==> config.mk <==
export PLATFORM = sky130hd
export DESIGN_NAME = ifu_fetch_ctrl
export DESIGN_NICKNAME = d
export VERILOG_FILES = /design/src/rtl/ifu_fetch_ctrl.sv
export SDC_FILE = /design/constraint.sdc
export NUM_CORES = 1
export LEC_CHECK = 0
export ABC_AREA = 1
export BUFFER_PORTS_ARGS = -buffer_cell sky130_fd_sc_hd__buf_2
export CAP_MARGIN = 20
export CORE_AREA = 5 5 96 98
export DETAILED_ROUTE_END_ITERATION = 16
export DIE_AREA = 0 0 101 103
export GPL_TIMING_DRIVEN = 1
export PLACE_DENSITY = 0.81
export RECOVER_POWER = 100
export SYNTH_ARGS = -nofsm -noshare
export SYNTH_HDL_FRONTEND = slang
export SYNTH_SLANG_ARGS = --single-unit
==> constraint.sdc <==
create_clock -name clk -period 2.55 [get_ports clk]
set_input_delay 0.255 -clock clk [delete_from_list [all_inputs] [get_ports clk]]
set_output_delay 0.255 -clock clk [all_outputs]
set_load 0.005 [all_outputs]
==> src/rtl/ifu_fetch_ctrl.sv <==
// Multi-cycle RV32 instruction fetch controller: one outstanding memory request,
// redirect-aware stale-response dropping. Optional counters under IFU_FETCH_PERF_EN.
module ifu_fetch_ctrl #(
    parameter logic [31:0] RESET_PC = 32'h8000_0000,
    parameter logic [31:0] NOP_INST = 32'h0000_0013
) (
    input  logic        clk,
    input  logic        rst_n,
    input  logic        redirect_valid,
    input  logic [31:0] redirect_pc,
    output logic        req_valid,
    input  logic        req_ready,
    output logic [31:0] req_addr,
    input  logic        resp_valid,
    output logic        resp_ready,
    input  logic [31:0] resp_data,
    input  logic        resp_err,
    output logic        out_valid,
    input  logic        out_ready,
    output logic [31:0] out_pc,
    output logic [31:0] out_inst,
    output logic        out_fault,
`ifdef IFU_FETCH_PERF_EN
    output logic [31:0] perf_fetch_cnt,
    output logic [31:0] perf_stall_cnt,
`endif
    output logic [1:0]  o_dbg_state
);

    typedef enum logic [1:0] {
        S_REQ  = 2'd0,
        S_WAIT = 2'd1,
        S_DROP = 2'd2,
        S_OUT  = 2'd3
    } state_t;

    state_t      r_state;
    logic [31:0] r_pc;
    logic [31:0] r_inst;
    logic        r_fault;

    logic        w_aligned;
    logic        w_req_fire;
    logic        w_out_fire;

    // Handshakes: a transfer happens on a channel only in a cycle where both
    // valid and ready are high at the rising edge; valid never depends on ready.
    assign w_aligned  = (r_pc[1:0] == 2'b00);
    assign w_req_fire = req_valid && req_ready;
    assign w_out_fire = out_valid && out_ready;

    assign req_valid   = (r_state == S_REQ) && w_aligned;
    assign req_addr    = r_pc;
    assign resp_ready  = (r_state == S_WAIT) || (r_state == S_DROP);
    assign out_valid   = (r_state == S_OUT) && !redirect_valid;
    assign out_pc      = r_pc;
    assign out_inst    = r_inst;
    assign out_fault   = r_fault;
    assign o_dbg_state = r_state;

    always_ff @(posedge clk or negedge rst_n) begin
        if (!rst_n) begin
            r_state <= S_REQ;
            r_pc    <= RESET_PC;
            r_inst  <= NOP_INST;
            r_fault <= 1'b0;
        end else begin
            case (r_state)
                S_REQ: begin
                    if (redirect_valid) begin
                        r_pc <= redirect_pc;
                        // An already-accepted request still owes us a response.
                        if (w_req_fire) r_state <= S_DROP;
                    end else if (!w_aligned) begin
                        r_inst  <= NOP_INST;
                        r_fault <= 1'b1;
                        r_state <= S_OUT;
                    end else if (req_ready) begin
                        r_state <= S_WAIT;
                    end
                end
                S_WAIT: begin
                    if (redirect_valid) begin
                        r_pc    <= redirect_pc;
                        r_state <= resp_valid ? S_REQ : S_DROP;
                    end else if (resp_valid) begin
                        r_inst  <= resp_err ? NOP_INST : resp_data;
                        r_fault <= resp_err;
                        r_state <= S_OUT;
                    end
                end
                S_DROP: begin
                    if (redirect_valid) begin
                        r_pc <= redirect_pc;
                    end else if (resp_valid) begin
                        r_state <= S_REQ;
                    end
                end
                S_OUT: begin
                    if (redirect_valid) begin
                        r_pc    <= redirect_pc;
                        r_fault <= 1'b0;
                        r_state <= S_REQ;
                    end else if (out_ready) begin
                        r_pc    <= r_pc + 32'd4;
                        r_fault <= 1'b0;
                        r_state <= S_REQ;
                    end
                end
                default: r_state <= S_REQ;
            endcase
        end
    end

`ifdef IFU_FETCH_PERF_EN
    logic [31:0] r_fetch_cnt;
    logic [31:0] r_stall_cnt;

    always_ff @(posedge clk or negedge rst_n) begin
        if (!rst_n) begin
            r_fetch_cnt <= 32'd0;
            r_stall_cnt <= 32'd0;
        end else begin
            if (w_out_fire) r_fetch_cnt <= r_fetch_cnt + 32'd1;
            if (resp_ready) r_stall_cnt <= r_stall_cnt + 32'd1;
        end
    end

    assign perf_fetch_cnt = r_fetch_cnt;
    assign perf_stall_cnt = r_stall_cnt;

    task automatic GetFetchPerf(output int unsigned fetch_cnt, output int unsigned stall_cnt);
        fetch_cnt = r_fetch_cnt;
        stall_cnt = r_stall_cnt;
    endtask
`else
    logic w_unused_fire;
    assign w_unused_fire = w_out_fire;
`endif

endmodule

# After elaboration in Yosys (flattened, before gate mapping)
# Cells that the tools add are included.
# W data, S select, Z words.
dict set report classes {
  muxes 29
  n_reduce_logical 14
  n_eq_ne 14
  addsub 1
}
# cell n
set ops {}
lappend ops {{$mux W32} 8}
lappend ops {{$pmux W32 S2} 2}
lappend ops {{$add A32 B3 Y32 const B} 1}
lappend ops {{$mux W2} 11}
lappend ops {{$ne A2 B2 Y1 const B} 6}
lappend ops {{$reduce_and A6 Y1} 2}
lappend ops {{$ne A3 B3 Y1 const B} 3}
lappend ops {{$pmux W2 S4} 1}
lappend ops {{$mux W1} 6}
lappend ops {{$reduce_and A5 Y1} 1}
lappend ops {{$eq A2 B2 Y1 const B} 2}
lappend ops {{$logic_not A2 Y1} 2}
lappend ops {{$ne A4 B4 Y1 const B} 1}
lappend ops {{$logic_and A1 B1 Y1} 3}
lappend ops {{$pmux W1 S3} 1}
lappend ops {{$reduce_bool A3 Y1} 1}
lappend ops {{$reduce_or A3 Y1} 1}
lappend ops {{$eq A2 B1 Y1 const B} 1}
lappend ops {{$ne A2 B1 Y1 const B} 1}
lappend ops {{$reduce_and A2 Y1} 1}
lappend ops {{$reduce_bool A2 Y1} 1}
lappend ops {{$logic_not A1 Y1} 1}
lappend ops {{$logic_or A1 B1 Y1} 1}
dict set report totals {
  out_inout_bits 102
  word_cells 62
  input_bits 71
  regBits 67
}

# Longest topological paths before layout
# Gate-level depths: netlist of run 1.
dict set report depth {
  word_depth 6
  depth_mapped 10
  ltp_nobuf 10
}

# Worst setup path after synthesis of run 1
# No wires, ideal clock.
dict set report synth_timing {
  path_kind {reg-to-reg}
  startpoint {reg r_state[1], in the netlist o_dbg_state[1]}
  endpoint {reg r_inst[13], in the netlist out_inst[13]}
  stages_incl_launch_ff 8
  setup_time_ns 0.126
  synth_period_minus_slack_ns 1.762
  arrival_ns 1.636
  n_path_buf 1
  slack_ns 0.788
  required_time_ns 2.424
  cell_sequence {dfrtp_1 inv_1 ha_1 nand2_1 nand2_2 a211oi_4 clkbuf_2 o21ai_0}
}
dict set report synth_via {
  elab_chain_len 3
  word_cells_on_any_way 9
  classes_between {eq/ne: 5; mux: 1; reduce/logical: 3}
}
# item line_no
set synth_rtl {}
lappend synth_rtl {{start, declared} 37} ;# state_t r_state;
lappend synth_rtl {{start signal, assigned} 85} ;# r_state <= resp_valid ? S_REQ : S_DROP;
lappend synth_rtl {{$eq A2 B1 Y1 / $logic_not A2 Y1 (equally long branches)} 68} ;# case (r_state)
lappend synth_rtl {{$ne A2 B2 Y1 (no source line) / $reduce_bool A2 Y1 (equally long branches)} --}
lappend synth_rtl {{$reduce_and A5 Y1 (no source line)} --}
lappend synth_rtl {{end signal, assigned} 87} ;# r_inst <= resp_err ? NOP_INST : resp_data;
lappend synth_rtl {{end, declared} 39} ;# logic [31:0] r_inst;
# Several ways; a longest one is shown, not always the timed one.
# A chain may end at the register's enable or synchronous reset.

# Worst setup path in the final report of run 1
dict set report layout_timing {
  startpoint {reg r_state[1], in the netlist o_dbg_state[1]}
  endpoint {reg r_pc[5], in the netlist out_pc[5]}
}
dict set report layout_via {
  elab_chain_len 4
  word_cells_on_any_way 9
  classes_between {eq/ne: 5; mux: 1; reduce/logical: 3}
}
# item line_no
set layout_rtl {}
lappend layout_rtl {{$eq A2 B1 Y1, or another cell as far along} 68}
lappend layout_rtl {{$reduce_or A3 Y1 (no source line)} --}
lappend layout_rtl {{$ne A2 B1 Y1 (no source line)} --}
lappend layout_rtl {{$reduce_and A2 Y1 (no source line)} --}
lappend layout_rtl {{end signal, assigned} 71} ;# r_pc <= redirect_pc;
lappend layout_rtl {{end signal, assigned} 84} ;# r_pc <= redirect_pc;
lappend layout_rtl {{end signal, assigned} 94} ;# r_pc <= redirect_pc;
lappend layout_rtl {{end, declared} 38} ;# logic [31:0] r_pc;
# Several ways; a longest one is shown, not always the timed one.

==> results of run 1 <==
-- state kept, by name, summed over array words and instances, names as in the netlist --
name         cells
o_dbg_state      2
out_inst        32
out_pc          32
out_fault        1
-- worst min-delay path, cell delays in order --
cell and delay (ns):
buf_2 0.08, nand3_1 0.06, o21ai_0 0.06
-- per-stage QoR --
stage                     std cells  power, mW  setup WS, ns  area (sq um)
after floorplan                 603       3.03         0.788          4240
after global placement          837       3.56         0.657          4940
after detailed placement        837       3.61         0.519          4940
after CTS                       854       4.72         0.364          5190
after global routing            854       4.99         0.121          5100
final                           854       4.59         0.323          5100
-- what timing repair did --
item	4_1_cts	5_1_grt
endpoints found under the hold margin	24	0
resized for setup	0	0
hold buffers	1	0
-- routing by layer --
layer  GRT usage  part of all wire
met1       0.290              0.41
met2       0.359              0.46
met3      0.0731              0.10
met4      0.0818             0.021
met5           0                 0
-- synth_stat cells --
library cell and n:
nor2_1 83, clkinv_4 1, dfrtp_1 63, a211oi_4 1, a21boi_0 1, or2_2 4
o22ai_4 1, buf_6 4, nand3_1 61, and2_1 1, dfstp_2 4, nor3_1 2
o22ai_1 7, buf_4 33, clkbuf_1 5, a21o_1 1, o21ai_0 43, nand2_2 2
a21oi_1 22, buf_2 9, inv_1 71, nand2_1 149, nor3_2 1, inv_2 1
nand4_1 3, mux2_2 2, o21ai_1 7, ha_1 8, a31oi_1 1, nand3b_1 1
nor2_2 5, clkbuf_2 2, o21bai_1 4
-- kinds of logic (layout without fill, tap and decap cells) --
family,Yosys count,count (layout),share of synthesized area
adders and majority gates,8,8,0.0236
DFF,67,67,0.396
muxes,2,2,0.00531
buffers and inverters,126,269,0.152
AOI/OAI and AO/OA,88,88,0.117
and+or+nand+nor,312,312,0.306
-- final cells by class --
class	instances	area, sq um	share of cell area
clock buffer	9	124	0.0243
tap	108	135	0.0265
inverter	73	279	0.0547
clock inverter	7	116	0.0228
multi-input combinational	410	1900	0.373
sequential	67	1680	0.330
timing repair buffer	180	863	0.169
-- worst paths after layout --
kind / endpoint / cells past startpoint
worst max register to register: out_pc[5]$_DFFE_PN0P_ / 6
worst min-delay path: out_inst[8]$_DFFE_PN0P_ / 3
worst max-delay path: out_pc[5]$_DFFE_PN0P_ / 6
min in group asynchronous: out_pc[22]$_DFFE_PN0P_ / 2
worst min register to register: out_fault$_DFFE_PN0P_ / 2
max in group asynchronous: out_inst[1]$_DFFE_PN1P_ / 3
-- layout by cell type (no fill, tap or decap), types with 8 or more instances in the layout --
master / count
nand2_1: 150
buf_2: 116
nor2_1: 82
inv_1: 72
dfrtp_1: 63
nand3_1: 61
clkbuf_1: 55
o21ai_0: 49
a21oi_1: 22
clkbuf_8: 9
o22ai_1: 8
ha_1: 8
-- power groups by stage --
stage	clock network, mW	registers [mW]	logic (mW)
after global placement	0	1.74	1.82
after detailed placement	0	1.75	1.86
final	1.08	1.75	1.76
after global routing	1.16	1.81	2.02
after floorplan	0	1.72	1.31
after CTS	1.11	1.74	1.86
==> flow_metrics.py, run 1 <==
metrics = {
    "route": {
        "drtIter0Drc": 170,
        "drt-total-wl_microns": 11400,
        "ant_nets": 0,
        "via_count": 4264,
        "avgViaCountPerCell": 4.99,
        "drc": 0,
        "drt_pre_antenna_iters": 4,
        "drt-wirelength-per-cell_microns": 13.4,
    },
    "die": {
        "initial_core_util": 0.506,
        "coreArea_sq_mm": 0.00838,
        "row_count": 34,
        "die_area_sq_mm": 0.0104,
        "die_w_microns": 101,
        "io_pins": 173,
        "die_y_microns": 103,
    },
    "cells_and_area": {
        "num_antenna_cells": 0,
        "final_layout_size_suffix_gt1_frac": 0.209,
        "final_nets": 820,
        "synthToLayoutAreaGrowth_pct": 20.2,
        "final_core_util": 0.609,
        "n_fill_cell": 790,
    },
    "clock_network": {
        "cts_tree": "built",
        "clk_pin_slew_worst_paths_ns": 0.08,
        "postCtsSetupRepairBufs": 0,
        "clockBufferDepth": 2,
        "ctsRootBufferMaster": "clkbuf_8",
        "htree_levels": 3,
        "clk_latency_ns": 0.34,
        "cts_sinks": 67,
        "cts_buffers": 9,
    },
    "critical_path": {
        "crit_path_start_kind": "flop",
        "cp.arrival_ns": 2.49,
        "critPathKind": "flop to flop",
        "worstPathMaxFanout": 24,
        "startpoint": "o_dbg_state[1]$_DFFE_PN0P_",
        "cp.required_ns": 2.82,
        "cp_slowest_cell": "inv_1",
        "crit_chain": "ha_1, nand2_1, o22ai_1, inv_1, o21ai_0, a21oi_1",
        "end_kind": "flop",
        "critPathMaxStageDelay_ns": 0.55,
        "cp_num_buf_inv": 1,
        "path_delay_family": "buffers and inverters",
        "timing.rr.start": "o_dbg_state[1]$_DFFE_PN0P_",
        "rrSetupSlack_ns": 0.32,
    },
    "global_route": {
        "grtUsageTotal": 0.226,
        "gr-total-overflow": 0,
        "grt_max_degree": 65,
        "antenna_found_initial": 0,
        "grt_pass1_vias": 4065,
        "grt_pass1_wl_microns": 18700,
    },
    "timing": {
        "period_share": 0.873,
        "hold_viol": 0,
        "setup-violations-final": 0,
        "max_slew.worst_pin.slew_ns": 1.54,
        "final.setup.tns_ns": 0,
        "timing.fmax_mhz": 449,
        "min_period_ns": 2.23,
        "max-slew-margin-rel": -0.0283,
        "rsz0062_at_grt": "false",
        "drv_slew": 27,
        "whs_ns": 0.142,
        "skew_ns": 0.00663,
    },
    "power_and_ir_drop": {
        "p_int_mw": 2.72,
        "p_sw_frac": 0.408,
        "pwr-share-clk": 0.235,
        "seq_power_share": 0.381,
        "p_per_area_mw_per_mm2": 900,
        "p_comb_frac": 0.384,
        "switchingPower_mw": 1.87,
        "ir_worst_vdd_v": 0.000442,
        "leakagePower_nw": 2.46,
    },
    "logic_synthesis": {
        "synth_top_area_cell": "dfrtp_1",
        "syn_nets": 682,
        "synth_top_area_share": 0.372,
        "synth_cell_types": 33,
        "yosysWarnings": 0,
        "synth.avg_cell_area_sq_um": 7.04,
        "synth_seq_cells": 67,
        "synth_area_sq_mm": 0.00424,
        "ys_seq_area_frac": 0.396,
        "synth_area_leaders": "dfrtp_1, nand2_1, nor2_1",
        "syn_inst": 603,
    },
    "placement": {
        "dpl.hpwl_microns": 8690,
        "io_buffers": 172,
        "place_congestion": 0.921,
    },
    "outcome": {
        "status": "finished, violations left",
        "violations": "capacitance limit, slew limit",
    },
    "run": {
        "maxCapViolations": 1,
    },
    "min_path": {
        "hold_class": "input port to flop",
        "min_from": "resp_data[8]",
    },
}
Power figures use the tool's default switching activity.
==> inputs of run 2 (changes only) <==
--- a/constraint.sdc
+++ b/constraint.sdc
@@ -3,2 +3,2 @@
 set_output_delay 0.255 -clock clk [all_outputs]
-set_load 0.005 [all_outputs]
+set_load 0.05 [all_outputs]
==> flow_metrics.py, run 2 (synthesis results as in run 1) <==
metrics = {
    "die": {
        "initial_core_util": 0.506,
        "die_w_microns": 101,
        "die_y_microns": 103,
        "die_area_sq_mm": 0.0104,
        "coreArea_sq_mm": 0.00838,
        "io_pins": 173,
        "row_count": 34,
    },
    "min_path": {
        "holdPathEnd": "out_inst[14]$_DFFE_PN0P_",
        "min_from": "resp_data[14]",
        "worstHoldPathCells": 3,
        "hold_class": "input port to flop",
    },
    "critical_path": {
        "cp.required_ns": 2.30,
        "r2r_end": "out_inst[27]$_DFFE_PN0P_",
        "crit_path_start_kind": "flop",
        "end_kind": "output pin",
        "rrSetupSlack_ns": 0.37,
        "cp.arrival_ns": 1.97,
        "ff2ff_path_depth": 8,
        "timing.rr.start": "o_dbg_state[1]$_DFFE_PN0P_",
        "critPathKind": "flop to output pin",
        "worstPathMaxFanout": 26,
    },
    "power_and_ir_drop": {
        "p_per_area_mw_per_mm2": 1230,
        "ir_worst_vdd_v": 0.000690,
        "leakagePower_nw": 2.32,
    },
    "cells_and_area": {
        "final_cell_mix": "nand2_1, clkbuf_1, nor2_1, inv_1, buf_2",
        "final_common_cell": "nand2_1",
        "final_layout_size_suffix_gt1_frac": 0.153,
        "num_antenna_cells": 0,
        "final_nets": 820,
        "synthToLayoutAreaGrowth_pct": 18.6,
    },
    "route": {
        "drt-total-wl_microns": 11500,
        "via_count": 4322,
        "ant_nets": 0,
        "drt-wirelength-per-cell_microns": 13.5,
        "drc": 0,
        "drtIter0Drc": 166,
        "avgViaCountPerCell": 5.06,
        "drt_pre_antenna_iters": 5,
    },
    "timing": {
        "max_slew.worst_pin.slew_ns": 1.82,
        "setup_slack_ns": 0.322,
        "final.setup.tns_ns": 0,
        "skew_ns": 0.0101,
        "hold_viol": 0,
        "drv_slew": 29,
        "max-slew-margin-rel": -0.215,
        "period_share": 0.874,
        "rsz0062_at_grt": "false",
        "min_period_ns": 2.23,
        "setup-violations-final": 0,
        "timing.fmax_mhz": 449,
    },
    "clock_network": {
        "cts_sinks": 67,
        "htree_levels": 3,
        "clockBufferDepth": 2,
        "cts_buffers": 9,
        "clk_latency_ns": 0.33,
        "ctsRootBufferMaster": "clkbuf_8",
        "clk_pin_slew_worst_paths_ns": 0.08,
        "cts_resized": 0,
        "cts_tree": "built",
    },
    "placement": {
        "io_buffers": 172,
        "place_congestion": 0.882,
        "dp_slack_ns": 0.444,
        "dpl.hpwl_microns": 8760,
    },
    "global_route": {
        "grt_pass1_wl_microns": 18800,
        "antenna_found_initial": 0,
        "grtUsageMet1": 0.287,
        "met3_usage": 0.0460,
        "gr-total-overflow": 0,
        "grt_max_degree": 65,
        "grt_pass1_vias": 4032,
        "met2_usage": 0.379,
        "grt.busiest_layer": "met2",
        "grtUsageTotal": 0.225,
    },
    "run": {
        "maxCapViolations": 1,
    },
    "outcome": {
        "violations": "capacitance limit, slew limit",
        "status": "finished, violations left",
    },
}
## run 2: cell types whose count changed in the layout (fill, tap and decap cells not counted), sizes merged
cell	delta
clkinv	-1
clkinvlp	+1
bufinv	-1
clkbuf	+51
buf	-50
## run 2: worst max-delay path, cell delays in order (launching register included)
cell and delay [ns]:
dfrtp_1 0.47, ha_1 0.24, inv_1 0.10, nor2_4 0.44, clkbuf_2 0.39
## run 2: layout make-up
class / count / area [sq um]
clock buffer: 10 / 138
clock inverter: 6 / 88.8
fill: 816 / 3350
inverter: 73 / 279
multi-input combinational: 410 / 1910
sequential: 67 / 1680
tap: 108 / 135
timing repair buffer: 180 / 805
## run 2: worst max path at each step
stage                               start  cells past startpoint  slack [ns]                          to
2_1_floorplan  o_dbg_state[0]$_DFFE_PN0P_                     10        0.13  o_dbg_state[0]$_DFFE_PN0P_
3_3_place_gp   o_dbg_state[1]$_DFFE_PN0P_                      8        0.68    out_inst[18]$_DFFE_PN0P_
3_5_place_dp   o_dbg_state[1]$_DFFE_PN0P_                      8        0.44    out_inst[27]$_DFFE_PN0P_
4_1_cts        o_dbg_state[1]$_DFFE_PN0P_                      4        0.31                   out_valid
5_1_grt        o_dbg_state[1]$_DFFE_PN0P_                      7        0.12       out_pc[8]$_DFFE_PN0P_
6_report       o_dbg_state[1]$_DFFE_PN0P_                      4        0.32                   out_valid
## run 2: per-layer routing
metal  vias to the layer above  share of wire
li1                       2160              -
met1                      1957           0.42
met2                       188           0.47
met3                        17          0.089
met4                         0          0.020
met5                         -              0
## run 2: power breakdown
| group | total, mW | switching, mW | leakage, nW | internal [mW] |
|---|---|---|---|---|
| clock network | 1.01 | 0.431 | 0.108 | 0.577 |
| logic | 3.42 | 2.79 | 1.37 | 0.634 |
| registers | 1.76 | 0.386 | 0.840 | 1.38 |
## run 2: stage by stage
stage               utilization  cells  instance area [sq um]  power [mW]  hold WS [ns]
floorplan                     -    603                   4240        4.76       -0.0406
global placement          0.590    837                   4940        5.28         0.340
detailed placement        0.590    837                   4940        5.35         0.362
CTS                       0.618    854                   5180        6.38         0.132
global route              0.601    854                   5030        6.57         0.143
finish                    0.601    854                   5030        6.20         0.144
## run 2: timing repair
item,CTS,global route
hold endpoints to repair,21,0
hold buffers,1,0
buffers inserted,0,0
==> inputs of run 3 (changes only) <==
- PLACE_DENSITY: 0.81 -> 0.85
==> flow_metrics.py, run 3 (synthesis results as in run 1) <==
metrics = {
    "global_route": {
        "grt_max_degree": 65,
        "grt_pass1_vias": 4088,
        "grtUsageTotal": 0.229,
        "grt_pass1_wl_microns": 19000,
        "antenna_found_initial": 0,
        "gr-total-overflow": 0,
    },
    "timing": {
        "max-slew-margin-rel": -0.0987,
        "final.setup.tns_ns": 0,
        "hold_viol": 0,
        "max_slew.worst_pin.slew_ns": 1.65,
        "setup_slack_ns": 0.284,
        "setup-violations-final": 0,
        "min_period_ns": 2.27,
        "period_share": 0.889,
        "skew_ns": 0.00868,
        "drv_slew": 28,
        "rsz0062_at_grt": "false",
        "whs_ns": 0.156,
        "timing.fmax_mhz": 441,
    },
    "placement": {
        "io_buffers": 172,
        "dp_slack_ns": 0.512,
        "dpl.hpwl_microns": 9010,
        "dp.cells": 837,
        "place_congestion": 0.938,
    },
    "critical_path": {
        "ff2ff_path_depth": 7,
        "cp.arrival_ns": 2.01,
        "cp_num_buf_inv": 2,
        "crit_chain": "ha_1, inv_1, nor2_2, buf_2",
        "path_delay_family": "simple AND/OR/NAND/NOR gates",
        "critPathMaxStageDelay_ns": 0.52,
        "critPathKind": "flop to output pin",
        "cp.required_ns": 2.30,
        "cp_slowest_cell": "nor2_2",
        "cp.depth": 4,
        "startpoint": "o_dbg_state[1]$_DFFE_PN0P_",
        "end_kind": "output pin",
        "timing.rr.start": "o_dbg_state[1]$_DFFE_PN0P_",
        "worstPathMaxFanout": 16,
        "crit_path_start_kind": "flop",
    },
    "die": {
        "coreArea_sq_mm": 0.00838,
        "initial_core_util": 0.506,
        "die_y_microns": 103,
        "row_count": 34,
        "io_pins": 173,
        "die_w_microns": 101,
        "die_area_sq_mm": 0.0104,
    },
    "clock_network": {
        "clk_pin_slew_worst_paths_ns": 0.07,
        "cts_tree": "built",
        "postCtsSetupRepairBufs": 0,
        "ctsRootBufferMaster": "clkbuf_8",
        "cts_buffers": 9,
        "htree_levels": 3,
        "clk_latency_ns": 0.33,
        "clockBufferDepth": 2,
        "cts_sinks": 67,
    },
    "route": {
        "ant_nets": 0,
        "top_layer": "met4",
        "wl_met2_microns": 5490,
        "via_count": 4384,
        "drtIter0Drc": 166,
        "drt-total-wl_microns": 11800,
        "avgViaCountPerCell": 5.13,
        "wl_met3_microns": 1420,
        "drc": 0,
        "drt_pre_antenna_iters": 5,
        "wl_met1_microns": 4530,
        "drt-wirelength-per-cell_microns": 13.8,
    },
    "cells_and_area": {
        "n_fill_cell": 814,
        "stdcell_count": 854,
        "final_common_cell": "nand2_1",
        "final_core_util": 0.600,
        "final_layout_size_suffix_gt1_frac": 0.153,
        "synthToLayoutAreaGrowth_pct": 18.5,
        "final_nets": 820,
        "num_antenna_cells": 0,
        "final_cell_mix": "nand2_1, clkbuf_1, nor2_1, inv_1, buf_2",
    },
    "min_path": {
        "worstHoldPathCells": 3,
        "hold_class": "input port to flop",
        "min_from": "resp_data[5]",
    },
    "outcome": {
        "violations": "capacitance limit, slew limit",
        "status": "finished, violations left",
    },
    "power_and_ir_drop": {
        "p_sw_frac": 0.583,
        "p_per_area_mw_per_mm2": 1230,
        "seq_power_share": 0.285,
        "leakagePower_nw": 2.32,
        "switchingPower_mw": 3.61,
        "ir_worst_vdd_v": 0.000619,
        "p_comb_frac": 0.553,
        "p_int_mw": 2.59,
        "pwr-share-clk": 0.162,
    },
    "run": {
        "maxCapViolations": 1,
    },
}
[run 3: area by class of cell]
cell class,instances,area (sq um),share of cell area
clock inverters,6,88.8,0.0177
inverters,73,279,0.0555
well taps,108,135,0.0269
clock buffers,10,138,0.0274
multi-input cells,410,1900,0.378
flip-flops and latches,67,1680,0.334
repair buffers,180,805,0.160
[run 3: per-layer routing]
layer	track usage	vias up
met2	0.373	235
met5	0	-
met3	0.0751	26
met1	0.281	1973
met4	0.0941	0
li1	-	2150
[run 3: worst min-delay path, delay by kind of cell]
| family | cells | cell delay [ns] |
|---|---|---|
| AO/OA/AOI/OAI | 1 | 0.06 |
| buffers and inverters | 1 | 0.07 |
| AND/OR/NAND/NOR | 1 | 0.06 |
[run 3: metrics by stage]
step / power (mW) / cell area, sq um
final: 6.20 / 5030
after global routing: 6.58 / 5030
after CTS: 6.37 / 5180
after detailed placement: 5.36 / 4940
after global placement: 5.29 / 4940
after floorplan: 4.76 / 4240
[run 3: repair_timing]
action | CTS | global route
gates resized for setup | 0 | 0
endpoints found under the hold margin | 27 | 0
hold buffers | 1 | 0
[run 3: path summary, 6_finish.rpt]
kind                                           endpoint  slack (ns)
worst max-delay path                          out_valid        0.28
worst min-delay path            out_inst[5]$_DFFE_PN0P_        0.16
worst max register to register    out_pc[8]$_DFFE_PN0P_        0.38
worst min register to register   out_pc[31]$_DFFE_PN1P_        0.50
max in group asynchronous       out_inst[4]$_DFFE_PN1P_        0.66
min in group asynchronous        out_pc[22]$_DFFE_PN0P_        0.88
[run 3: power groups by stage]
stage | clock, mW | sequential [mW] | combinational (mW)
6_report | 1.00 | 1.77 | 3.43
5_1_grt | 1.07 | 1.83 | 3.68
4_1_cts | 1.02 | 1.75 | 3.60
3_5_place_dp | 0 | 1.76 | 3.60
3_3_place_gp | 0 | 1.75 | 3.54
2_1_floorplan | 0 | 2.77 | 1.99
